## config.mk

```make
export PLATFORM = sky130hd
export DESIGN_NAME = ramp_gen_multi
export DESIGN_NICKNAME = d
export VERILOG_FILES = /design/src/rtl/ramp_gen_multi.sv
export SDC_FILE = /design/constraint.sdc
export NUM_CORES = 1
export LEC_CHECK = 0
export ABC_CLOCK_PERIOD_IN_PS = 2900
export CORE_MARGIN = 2
export CORE_UTILIZATION = 53
export DETAILED_ROUTE_END_ITERATION = 12
export HOLD_SLACK_MARGIN = 0.02
export PLACE_DENSITY = 0.83
export SLEW_MARGIN = 20
export SYNTH_ARGS = -nofsm -noshare
export SYNTH_HDL_FRONTEND = slang
export SYNTH_SLANG_ARGS = --single-unit
```

## constraint.sdc

```tcl
create_clock -name clock -period 2.9 [get_ports clock]
set_input_delay 0.725 -clock clock [delete_from_list [all_inputs] [get_ports clock]]
set_output_delay 0.725 -clock clock [all_outputs]
set_load 0.005 [all_outputs]
```

## src/rtl/ramp_gen_multi.sv

```systemverilog
// Multi-channel test-pattern generator: NUM_CH interleaved ramp/fixed/walking-one streams
// tagged onto a FIFO write port. Define RAMP_GEN_HEADER_EN to prefix each run with a header word.

module ramp_gen_lane #(
    parameter int DATA_W = 7,
    parameter int STEP   = 1,
    parameter int CH     = 0
) (
    input  logic              clock,
    input  logic              reset,
    input  logic              init,
    input  logic              adv,
    input  logic [1:0]        mode,
    input  logic [DATA_W-1:0] fixed_value,
    output logic [DATA_W-1:0] sample,
    output logic              wrap
);
    localparam int              MOD    = 1 << DATA_W;
    localparam logic [DATA_W:0] STEP_X = (DATA_W+1)'(STEP);
    localparam logic [DATA_W-1:0] UP0   = DATA_W'((CH * STEP) % MOD);
    localparam logic [DATA_W-1:0] WALK0 = DATA_W'(1 << (CH % DATA_W));

    logic [DATA_W:0]   sum;
    logic [DATA_W:0]   diff;
    logic [DATA_W-1:0] rot;
    logic [DATA_W-1:0] init_val;
    logic [DATA_W-1:0] next_val;

    // The extra top bit of sum/diff is the carry/borrow that flags a wrap.
    assign sum  = {1'b0, sample} + STEP_X;
    assign diff = {1'b0, sample} - STEP_X;
    assign rot  = (sample << 1) | (sample >> (DATA_W - 1));

    always_comb begin
        init_val = UP0;
        next_val = sample;
        wrap     = 1'b0;
        case (mode)
            2'b00: begin
                init_val = UP0;
                next_val = sum[DATA_W-1:0];
                wrap     = sum[DATA_W];
            end
            2'b01: begin
                init_val = ~UP0;
                next_val = diff[DATA_W-1:0];
                wrap     = diff[DATA_W];
            end
            2'b10: begin
                init_val = fixed_value;
            end
            default: begin
                init_val = WALK0;
                next_val = rot;
                wrap     = sample[DATA_W-1];
            end
        endcase
    end

    always_ff @(posedge clock) begin
        if (reset)
            sample <= '0;
        else if (init)
            sample <= init_val;
        else if (adv)
            sample <= next_val;
    end
endmodule

module ramp_gen_multi #(
    parameter int DATA_W = 7,
    parameter int NUM_CH = 4,
    parameter int STEP   = 1
) (
    input  logic              clock,
    input  logic              reset,
    input  logic              enable,
    input  logic              start,
    input  logic              stop,
    input  logic [1:0]        mode,
    input  logic [DATA_W-1:0] fixed_value,
    input  logic [15:0]       burst_len,
    input  logic              fifo_full,
    output logic [15:0]       data_out,
    output logic              data_valid,
    output logic              busy,
    output logic              done,
    output logic [15:0]       stall_count
);
    localparam int CH_W = (NUM_CH > 1) ? $clog2(NUM_CH) : 1;

    localparam logic [1:0] S_IDLE = 2'd0;
    localparam logic [1:0] S_RUN  = 2'd1;
    localparam logic [1:0] S_DONE = 2'd2;

    logic [1:0]  state;
    logic [1:0]  mode_q;
    logic [15:0] burst_q;
    logic [15:0] remaining;
    logic [CH_W-1:0] ptr;

    logic init;
    logic emit;
    logic emit_word;
    logic last_word;
    logic [1:0] lane_mode;
    logic [15:0] word;

    logic [NUM_CH-1:0][DATA_W-1:0] lane_sample;
    logic [NUM_CH-1:0]             lane_wrap;
    logic [NUM_CH-1:0]             lane_adv;
    logic [DATA_W-1:0]             cur_sample;
    logic                          cur_wrap;

    assign init      = (state == S_IDLE) && start;
    assign emit      = (state == S_RUN) && enable && !fifo_full;
    assign last_word = (burst_q != 16'd0) && (remaining == 16'd1);
    assign busy      = (state == S_RUN);
    // Lanes load from the live mode at start, then follow the latched copy.
    assign lane_mode = (state == S_IDLE) ? mode : mode_q;

`ifdef RAMP_GEN_HEADER_EN
    localparam logic [15:0] HDR = 16'hA5A0 | {13'd0, 3'(NUM_CH - 1)};
    logic hdr_pend;

    assign emit_word = emit && !hdr_pend;

    always_ff @(posedge clock) begin
        if (reset)
            hdr_pend <= 1'b0;
        else if (init)
            hdr_pend <= 1'b1;
        else if (emit)
            hdr_pend <= 1'b0;
    end
`else
    assign emit_word = emit;
`endif

    genvar g;
    generate
        for (g = 0; g < NUM_CH; g++) begin : g_lane
            assign lane_adv[g] = emit_word && (ptr == CH_W'(g));
            ramp_gen_lane #(.DATA_W(DATA_W), .STEP(STEP), .CH(g)) u_lane (
                .clock       (clock),
                .reset       (reset),
                .init        (init),
                .adv         (lane_adv[g]),
                .mode        (lane_mode),
                .fixed_value (fixed_value),
                .sample      (lane_sample[g]),
                .wrap        (lane_wrap[g])
            );
        end
    endgenerate

    always_comb begin
        cur_sample = '0;
        cur_wrap   = 1'b0;
        for (int c = 0; c < NUM_CH; c++) begin
            if (ptr == CH_W'(c)) begin
                cur_sample = lane_sample[c];
                cur_wrap   = lane_wrap[c];
            end
        end
        word = {3'(ptr), cur_wrap, 12'(cur_sample)};
`ifdef RAMP_GEN_HEADER_EN
        if (hdr_pend)
            word = HDR;
`endif
    end

    always_ff @(posedge clock) begin
        if (reset) begin
            state       <= S_IDLE;
            mode_q      <= 2'b00;
            burst_q     <= 16'd0;
            remaining   <= 16'd0;
            ptr         <= '0;
            data_out    <= 16'd0;
            data_valid  <= 1'b0;
            done        <= 1'b0;
            stall_count <= 16'd0;
        end else begin
            data_valid <= emit;
            done       <= (state == S_DONE);
            if (emit)
                data_out <= word;
            case (state)
                S_IDLE: begin
                    if (start) begin
                        state       <= S_RUN;
                        mode_q      <= mode;
                        burst_q     <= burst_len;
                        remaining   <= burst_len;
                        ptr         <= '0;
                        stall_count <= 16'd0;
                    end
                end
                S_RUN: begin
                    if (enable && fifo_full && stall_count != 16'hFFFF)
                        stall_count <= stall_count + 16'd1;
                    if (emit_word) begin
                        ptr <= (ptr == CH_W'(NUM_CH - 1)) ? '0 : ptr + 1'b1;
                        if (burst_q != 16'd0)
                            remaining <= remaining - 16'd1;
                    end
                    if (stop || (emit_word && last_word))
                        state <= S_DONE;
                end
                S_DONE: state <= S_IDLE;
                default: state <= S_IDLE;
            endcase
        end
    end
endmodule

```

==> metrics.yaml, run 1 <==
clock_network:
  htree_levels: 3
  clockBufferDepth: 2
  cts_inserted_buffers: 9
  clock-sinks: 94
  cts_tree: "done"
  clkTransAtPathRegs_ps: 70
  cts_hold_buffers: 0
  post-cts-setup-buffers: 0
  clock_latency_ps: 360
  cts_root_buf: "clkbuf_16"
route:
  wl_mm: 18.0
  drt-initial-drc-count: 685
  viasPerCell: 6.32
  drt_pass1_iterations: 5
  vias: 6537
  drcViolationCount: 0
  wl_per_cell_um: 17.4
  drtAntennaViolNets: 0
power_and_ir_drop:
  peakVddDrop_mv: 0.628
  p_sw_mw: 1.31
  seqPwrFrac_pct: 40.0
  pwr-share-clk_pct: 33.0
  p_int_mw: 2.50
  p_leak_nw: 2.65
  switching_share_pct: 34.3
  power_density_nw_per_um2: 520
  combPwrFrac_pct: 27.0
synth:
  avgSynthCellArea_um2: 7.37
  synth_area_leader_cell: "dfxtp_1"
  yosysWarningCount: 0
  async_reset_ff_share_pct: 0
  yosysUniqueCellTypes: 80
  synth_seq_area_share_pct: 30.4
  synthesis.area_um2: 6190
  synth_compound_area_share_pct: 26.2
  synth-edff-count: 0
  muxShareOfSynthArea_pct: 2.37
  synth-simple-area-share_pct: 27.7
  synth_xor_area_share_pct: 3.40
  synth_top_area_share_pct: 30.4
  synth_top_family_by_area: "simple AND/OR/NAND/NOR gates"
  ys_ff_latch: 94
  ys_top_cells_by_area: "dfxtp_1, a21oi_1, nand2_1"
  ys.flop_type: "dfxtp_1"
  synthAdderAreaFrac_pct: 3.03
  syn_inst: 840
global_routing:
  grt_overflow: 0
  grt_max_degree: 54
  first_global_vias: 5802
  track_usage_pct: 28.7
  antenna_found_initial: 0
  grt_pass1_wl_mm: 29.5
layout:
  layout-drive-gt1-share_pct: 9.88
  syn_to_final_growth_pct: 18.4
  fin_area_um2: 7330
  final_common_cell: "nand2_1"
  n_antenna_cell: 0
  layout.nets: 932
  layout_common_cells: "nand2_1, a21oi_1, dfxtp_1"
  utilization_pct: 64.2
worst_hold_path:
  min_from: "burst_q[12]"
  min_path_type: "reg2reg"
  holdPathStages: 2
  hold_end: "burst_q[12]"
timing:
  final-hold-violation-count: 0
  fin_crit_ps: 2600
  fin_skew_ps: 7.29
  fin_tns_setup_ps: 0
  tightest_slew_ps: 643
  rsz0062_at_grt: "false"
  drv_slew: 0
  max_freq_mhz: 384
  slew_headroom_pct: 56.7
  setup_viol: 0
  period_share_pct: 89.8
placed_design:
  place_congestion: 1.07
  numPortBuffers: 59
  dp.final_hpwl_mm: 12.8
  dpl_cell_area_um2: 7020
die:
  die_area_um2: 12600
  placementRows: 39
  die-height_um: 112
  die_w_um: 112
  start_util_pct: 54.2
  core_area_um2: 11400
  pin_count: 66
worst_setup_path:
  rr_endpoint: "g_lane[0].u_lane.sample[3]"
  crit_arrival_ps: 1880
  worst_ep_required_time_ps: 2170
  rr_startpoint: "state[0]"
  end_kind: "primary output"
  critPathMaxFanout: 15
  reg2reg_slack_ps: 680
  path_class: "reg2out"
  worstSetupStartpointType: "flop"
  r2r_cells: 7
status:
  status: "completed"
run:
  maxCapViolCount: 0
-- power by group through the flow --
stage                     registers, mW  logic (mW)  clock network [mW]
after floorplan                    1.47       0.732                   0
after global placement             1.55       0.984                   0
after detailed placement           1.55       0.996                   0
after CTS                          1.52        1.00                1.27
after global routing               1.54        1.12                1.33
final                              1.53        1.03                1.26
-- critical path, cell delays in order (launching register included) --
cell and delay (ps):
dfxtp_2 400, nand2b_1 290, inv_1 270, clkdlybuf4s50_1 560
-- cells by family (layout without fill, tap and decap cells) --
family	after synthesis	in the layout
DFF	94	94
other	1	6
xor gates and xnor gates	24	24
adders and majority gates	15	15
buffers and inverters	91	137
and+or+nand+nor	344	344
muxes	14	14
AOI/OAI and AO/OA	257	257
-- cell type report --
type / instances / area (um^2)
fillers: 1029 / 4090
flip-flops and latches: 94 / 1880
multi-input cells: 660 / 3920
inverters: 20 / 75.1
repair buffers: 101 / 963
clock inverters: 7 / 87.6
well taps: 143 / 179
clock buffers: 9 / 225
-- state kept, by name (all words and copies together), names as in the netlist --
signal	cells
burst_q	16
mode_q	2
state	2
stall_count	16
ptr	2
data_out	10
remaining	16
g_lane.u_lane.sample	28
data_valid	1
done	1
-- worst max-delay path by stage --
stage	startpoint	to	slack, ps	cells after the start
finish	state[1]	busy	300	3
global route	mode[1]	g_lane[0].u_lane.sample[6]	90	7
CTS	state[1]	busy	140	3
detailed placement	mode[0]	g_lane[2].u_lane.sample[6]	7	6
global placement	mode[0]	g_lane[2].u_lane.sample[6]	20	6
floorplan	start	stall_count[11]	750	6
-- cells in the mapped netlist, types with 3 or more instances --
| cell type | number |
|---|---|
| or3_1 | 7 |
| o22ai_1 | 6 |
| o221ai_1 | 4 |
| buf_1 | 3 |
| nand4_1 | 12 |
| buf_2 | 18 |
| nor4_1 | 15 |
| a22oi_1 | 8 |
| ha_1 | 15 |
| and2_1 | 3 |
| xor2_1 | 11 |
| nor2_1 | 76 |
| o211ai_1 | 7 |
| a21boi_1 | 3 |
| a32oi_1 | 3 |
| and3_1 | 7 |
| o32ai_1 | 4 |
| nand2_1 | 123 |
| nor3b_1 | 8 |
| nor3_1 | 22 |
| clkbuf_1 | 38 |
| a221oi_1 | 6 |
| nand2b_1 | 6 |
| mux2i_1 | 12 |
| nor2b_1 | 7 |
| xnor2_1 | 13 |
| buf_6 | 3 |
| inv_1 | 20 |
| a21oi_1 | 96 |
| a31o_2 | 4 |
| nand3_1 | 25 |
| a211oi_1 | 16 |
| o21ai_1 | 3 |
| nand3b_1 | 3 |
| o31ai_1 | 3 |
| nand4b_1 | 7 |
| or3b_1 | 3 |
| buf_4 | 9 |
| a31oi_1 | 11 |
| o21a_1 | 3 |
| dfxtp_1 | 94 |
| o21ai_0 | 53 |
-- what timing repair did --
action                     in CTS  in global routing
resized for setup               0                  1
setup endpoints to repair       0                  1
hold endpoints to repair        0                  0
-- per-stage QoR --
step / power [mW] / instances / hold WS, ps / worst slack (ps)
after detailed placement: 2.54 / 1018 / 450 / 6.70
after global routing: 3.99 / 1034 / 478 / 91.9
after CTS: 3.80 / 1034 / 459 / 141
final: 3.81 / 1034 / 459 / 297
after global placement: 2.53 / 1018 / 442 / 21.5
after floorplan: 2.21 / 845 / 436 / 751
-- per-layer routing --
layer | track usage, % | vias to the layer above | part of all wire (%)
li1 | - | 3116 | -
met1 | 39.8 | 3011 | 43
met2 | 44.2 | 357 | 44
met3 | 6.05 | 53 | 9.2
met4 | 10.9 | 0 | 3.6
met5 | 0 | - | 0
(Power assumes the default switching activity.)
==> inputs of run 2 (changes only) <==
--- a/config.mk
+++ b/config.mk
@@ -5,12 +5,13 @@
 export SDC_FILE = /design/constraint.sdc
 export NUM_CORES = 1
 export LEC_CHECK = 0
+export ABC_AREA = 1
 export ABC_CLOCK_PERIOD_IN_PS = 2900
 export CORE_MARGIN = 2
 export CORE_UTILIZATION = 53
 export DETAILED_ROUTE_END_ITERATION = 12
 export HOLD_SLACK_MARGIN = 0.02
-export PLACE_DENSITY = 0.83
+export PLACE_DENSITY = 0.84
 export SLEW_MARGIN = 20
 export SYNTH_ARGS = -nofsm -noshare
 export SYNTH_HDL_FRONTEND = slang
==> run 2 against run 1 <==
- clock power fell by 7%
- sequential share of layout area rose by 1.1 points
- routed wire length fell by 3.5%
- register-to-register slack barely moved
- count of clock-buffer cells in the layout rose by 1
- cell area fell by 4.1%
- non-clock buffer count fell by 28
- cell count rose by 7.4%
- critical path type unchanged
==> metrics.yaml, run 2 <==
global_routing:
  antenna_found_initial: 0  # unchanged
  grt_overflow: 0  # unchanged
  first_global_vias: 6000  # was 5802
  track_usage_pct: 28.0  # was 28.7%
  grt_max_degree: 61  # was 54
  grt_pass1_wl_mm: 28.7  # was 29.5 mm
route:
  wl_mm: 17.4  # was 18.0 mm
  wl_per_cell_um: 15.7  # was 17.4 um
  drcViolationCount: 0  # unchanged
  drt-initial-drc-count: 604  # was 685
  viasPerCell: 5.87  # was 6.32
  vias: 6517  # was 6537
  drtAntennaViolNets: 0  # unchanged
  drt_pass1_iterations: 6  # was 5
synth:
  synth_common_cells: "nand2_1, dfxtp_1, o21ai_0"  # was nand2_1, a21oi_1, dfxtp_1
  synth_seq_area_share_pct: 30.7  # was 30.4%
  async_reset_ff_share_pct: 0  # unchanged
  yosysUniqueCellTypes: 41  # was 80
  ys_top_cells_by_area: "dfxtp_1, nand2_1, o21ai_0"  # was dfxtp_1, a21oi_1, nand2_1
  synth_area_leader_cell: "dfxtp_1"  # unchanged
  avgSynthCellArea_um2: 6.61  # was 7.37 um^2
  yosysWarningCount: 0  # unchanged
  yosysMostFrequentCell: "nand2_1"  # unchanged
  ys_ff_latch: 94  # unchanged
  synth-edff-count: 0  # unchanged
  ys.flop_type: "dfxtp_1"  # unchanged
  synthesis.area_um2: 6130  # was 6190 um^2
  synth_top_area_share_pct: 30.7  # was 30.4%
  syn_inst: 927  # was 840
status:
  status: "completed"  # unchanged
timing:
  period_share_pct: 79.6  # was 89.8%
  fin_skew_ps: 6.12  # was 7.29 ps
  tightest_slew_ps: 894  # was 643 ps
  final-hold-violation-count: 0  # unchanged
  max_freq_mhz: 433  # was 384 MHz
  slew_headroom_pct: 40.4  # was 56.7%
  rsz0062_at_grt: "false"  # unchanged
  setup_viol: 0  # unchanged
  fin_tns_setup_ps: 0  # unchanged
  drv_slew: 0  # unchanged
  fin_crit_ps: 2310  # was 2600 ps
clock_network:
  cts_inserted_buffers: 9  # unchanged
  post-cts-setup-buffers: 0  # unchanged
  htree_levels: 3  # unchanged
  clockBufferDepth: 2  # unchanged
  clock-sinks: 94  # unchanged
  clkTransAtPathRegs_ps: 70  # about the same
  cts_hold_buffers: 0  # unchanged
  clock_latency_ps: 360  # about the same
  cts_resized: 0  # unchanged
  cts_root_buf: "clkbuf_16"  # unchanged
  cts_tree: "done"  # unchanged
worst_hold_path:
  holdPathStages: 2  # unchanged
  min_path_type: "reg2reg"  # unchanged
  hold_end: "remaining[9]"  # was burst_q[12]
  min_from: "remaining[9]"  # was burst_q[12]
worst_setup_path:
  rr_endpoint: "g_lane[1].u_lane.sample[0]"  # was g_lane[0].u_lane.sample[3]
  crit_chain: "inv_2 -> nor2_4 -> clkdlybuf4s50_1"  # was nand2b_1 -> inv_1 -> clkdlybuf4s50_1
  critPathMaxFanout: 4  # was 15
  worst-path-buf-inv: 2  # unchanged
  reg2reg_slack_ps: 680  # about the same
  critPathSlowestCell: "clkdlybuf4s50_1"  # unchanged
  worst_ep_required_time_ps: 2170  # about the same
  path_class: "reg2out"  # unchanged
  worstSetupStartpointType: "flop"  # unchanged
  end_kind: "primary output"  # unchanged
  cpPeakStageDelay_ps: 550  # was 560 ps
  rr_startpoint: "ptr[1]"  # was state[0]
  cp.depth: 3  # unchanged
  crit_arrival_ps: 1580  # was 1880 ps
  r2r_cells: 6  # was 7
  critical-path-top-delay-family: "buffers and inverters"  # unchanged
layout:
  fillCellCount: 1043  # was 1029
  syn_to_final_growth_pct: 14.6  # was 18.4%
  multiInputGateArea_um2: 3610  # was 3920 um^2
  layout.nets: 1009  # was 932
  largest_register_ffs: 28  # unchanged
  layout-drive-gt1-share_pct: 6.71  # was 9.88%
  final_common_cell: "nand2_1"  # unchanged
  fin_area_um2: 7030  # was 7330 um^2
  regArea_um2: 1880  # about the same
  n_antenna_cell: 0  # unchanged
  regMostFlops: "g_lane.u_lane.sample"  # unchanged
  layout_common_cells: "nand2_1, o21ai_0, dfxtp_1"  # was nand2_1, a21oi_1, dfxtp_1
power_and_ir_drop:
  peakVddDrop_mv: 0.528  # was 0.628 mV
  p_leak_nw: 2.87  # was 2.65 nW
  power_density_nw_per_um2: 531  # was 520 nW/um^2
  power.total_mw: 3.73  # was 3.81 mW
die:
  die-height_um: 112  # about the same
  core_area_um2: 11400  # about the same
  die_w_um: 112  # about the same
  start_util_pct: 53.9  # was 54.2%
  placementRows: 39  # unchanged
  pin_count: 66  # unchanged
  die_area_um2: 12400  # was 12600 um^2
placed_design:
  dpl_cell_area_um2: 6740  # was 7020 um^2
  numPortBuffers: 59  # unchanged
  place_congestion: 1.07  # about the same
  dp.final_hpwl_mm: 12.2  # was 12.8 mm
run:
  maxCapViolCount: 0  # unchanged
## run 2: worst max path at each step
stage	from	end	slack [ps]
3_5_place_dp	fifo_full	remaining[0]	240
3_3_place_gp	fifo_full	remaining[1]	290
4_1_cts	state[0]	busy	580
6_report	state[0]	busy	590
5_1_grt	fifo_full	remaining[0]	420
2_1_floorplan	mode[1]	g_lane[2].u_lane.sample[2]	1070
## run 2: final cells by class
type | instances | area share [%]
clock buffer | 10 | 3.40
clock inverter | 6 | 0.623
inverter | 101 | 5.40
multi-input combinational | 684 | 51.4
sequential | 94 | 26.8
tap | 143 | 2.55
timing repair buffer | 73 | 9.90
## run 2: tightest hold or removal path, delay by kind of cell (launching register included)
kind,cells,cell delay [ps]
simple gates,1,60
flops,1,310
compound gates,1,50
## run 2: kinds of logic after synthesis
logic type / after synthesis / synth area share (%)
AND/OR/NAND/NOR: 379 / 27.6
AO/OA/AOI/OAI: 262 / 24.6
buffers and inverters: 154 / 10.8
flip-flops: 94 / 30.7
XOR/XNOR: 22 / 3.14
adder cells (fa/ha/maj): 15 / 3.06
other: 1 / 0.0612
## run 2: metal layers
layer  wire, um  up-vias  global-route usage [%]  part of all wire (%)
li1           -     3210                       -                     -
met1       7170     2951                    34.7                    41
met3       1590       47                    7.46                   9.1
met4        496        0                    10.9                   2.8
met5          0        -                       0                     0
met2       8140      309                    46.6                    47
## run 2: power by group
group / total (mW) / internal (mW) / switching [mW]
registers: 1.51 / 1.39 / 0.114
logic: 1.06 / 0.373 / 0.687
clock network: 1.17 / 0.612 / 0.554
total: 3.73 / 2.38 / 1.35
## run 2: stage by stage
stage	hold slack, ps	utilization [%]	instances	setup slack, ps
2_1_floorplan	444	-	932	1070
3_3_place_gp	455	59.3	1095	287
3_5_place_dp	459	59.3	1095	237
4_1_cts	470	61.8	1111	581
5_1_grt	514	61.8	1111	415
6_report	467	61.8	1111	592
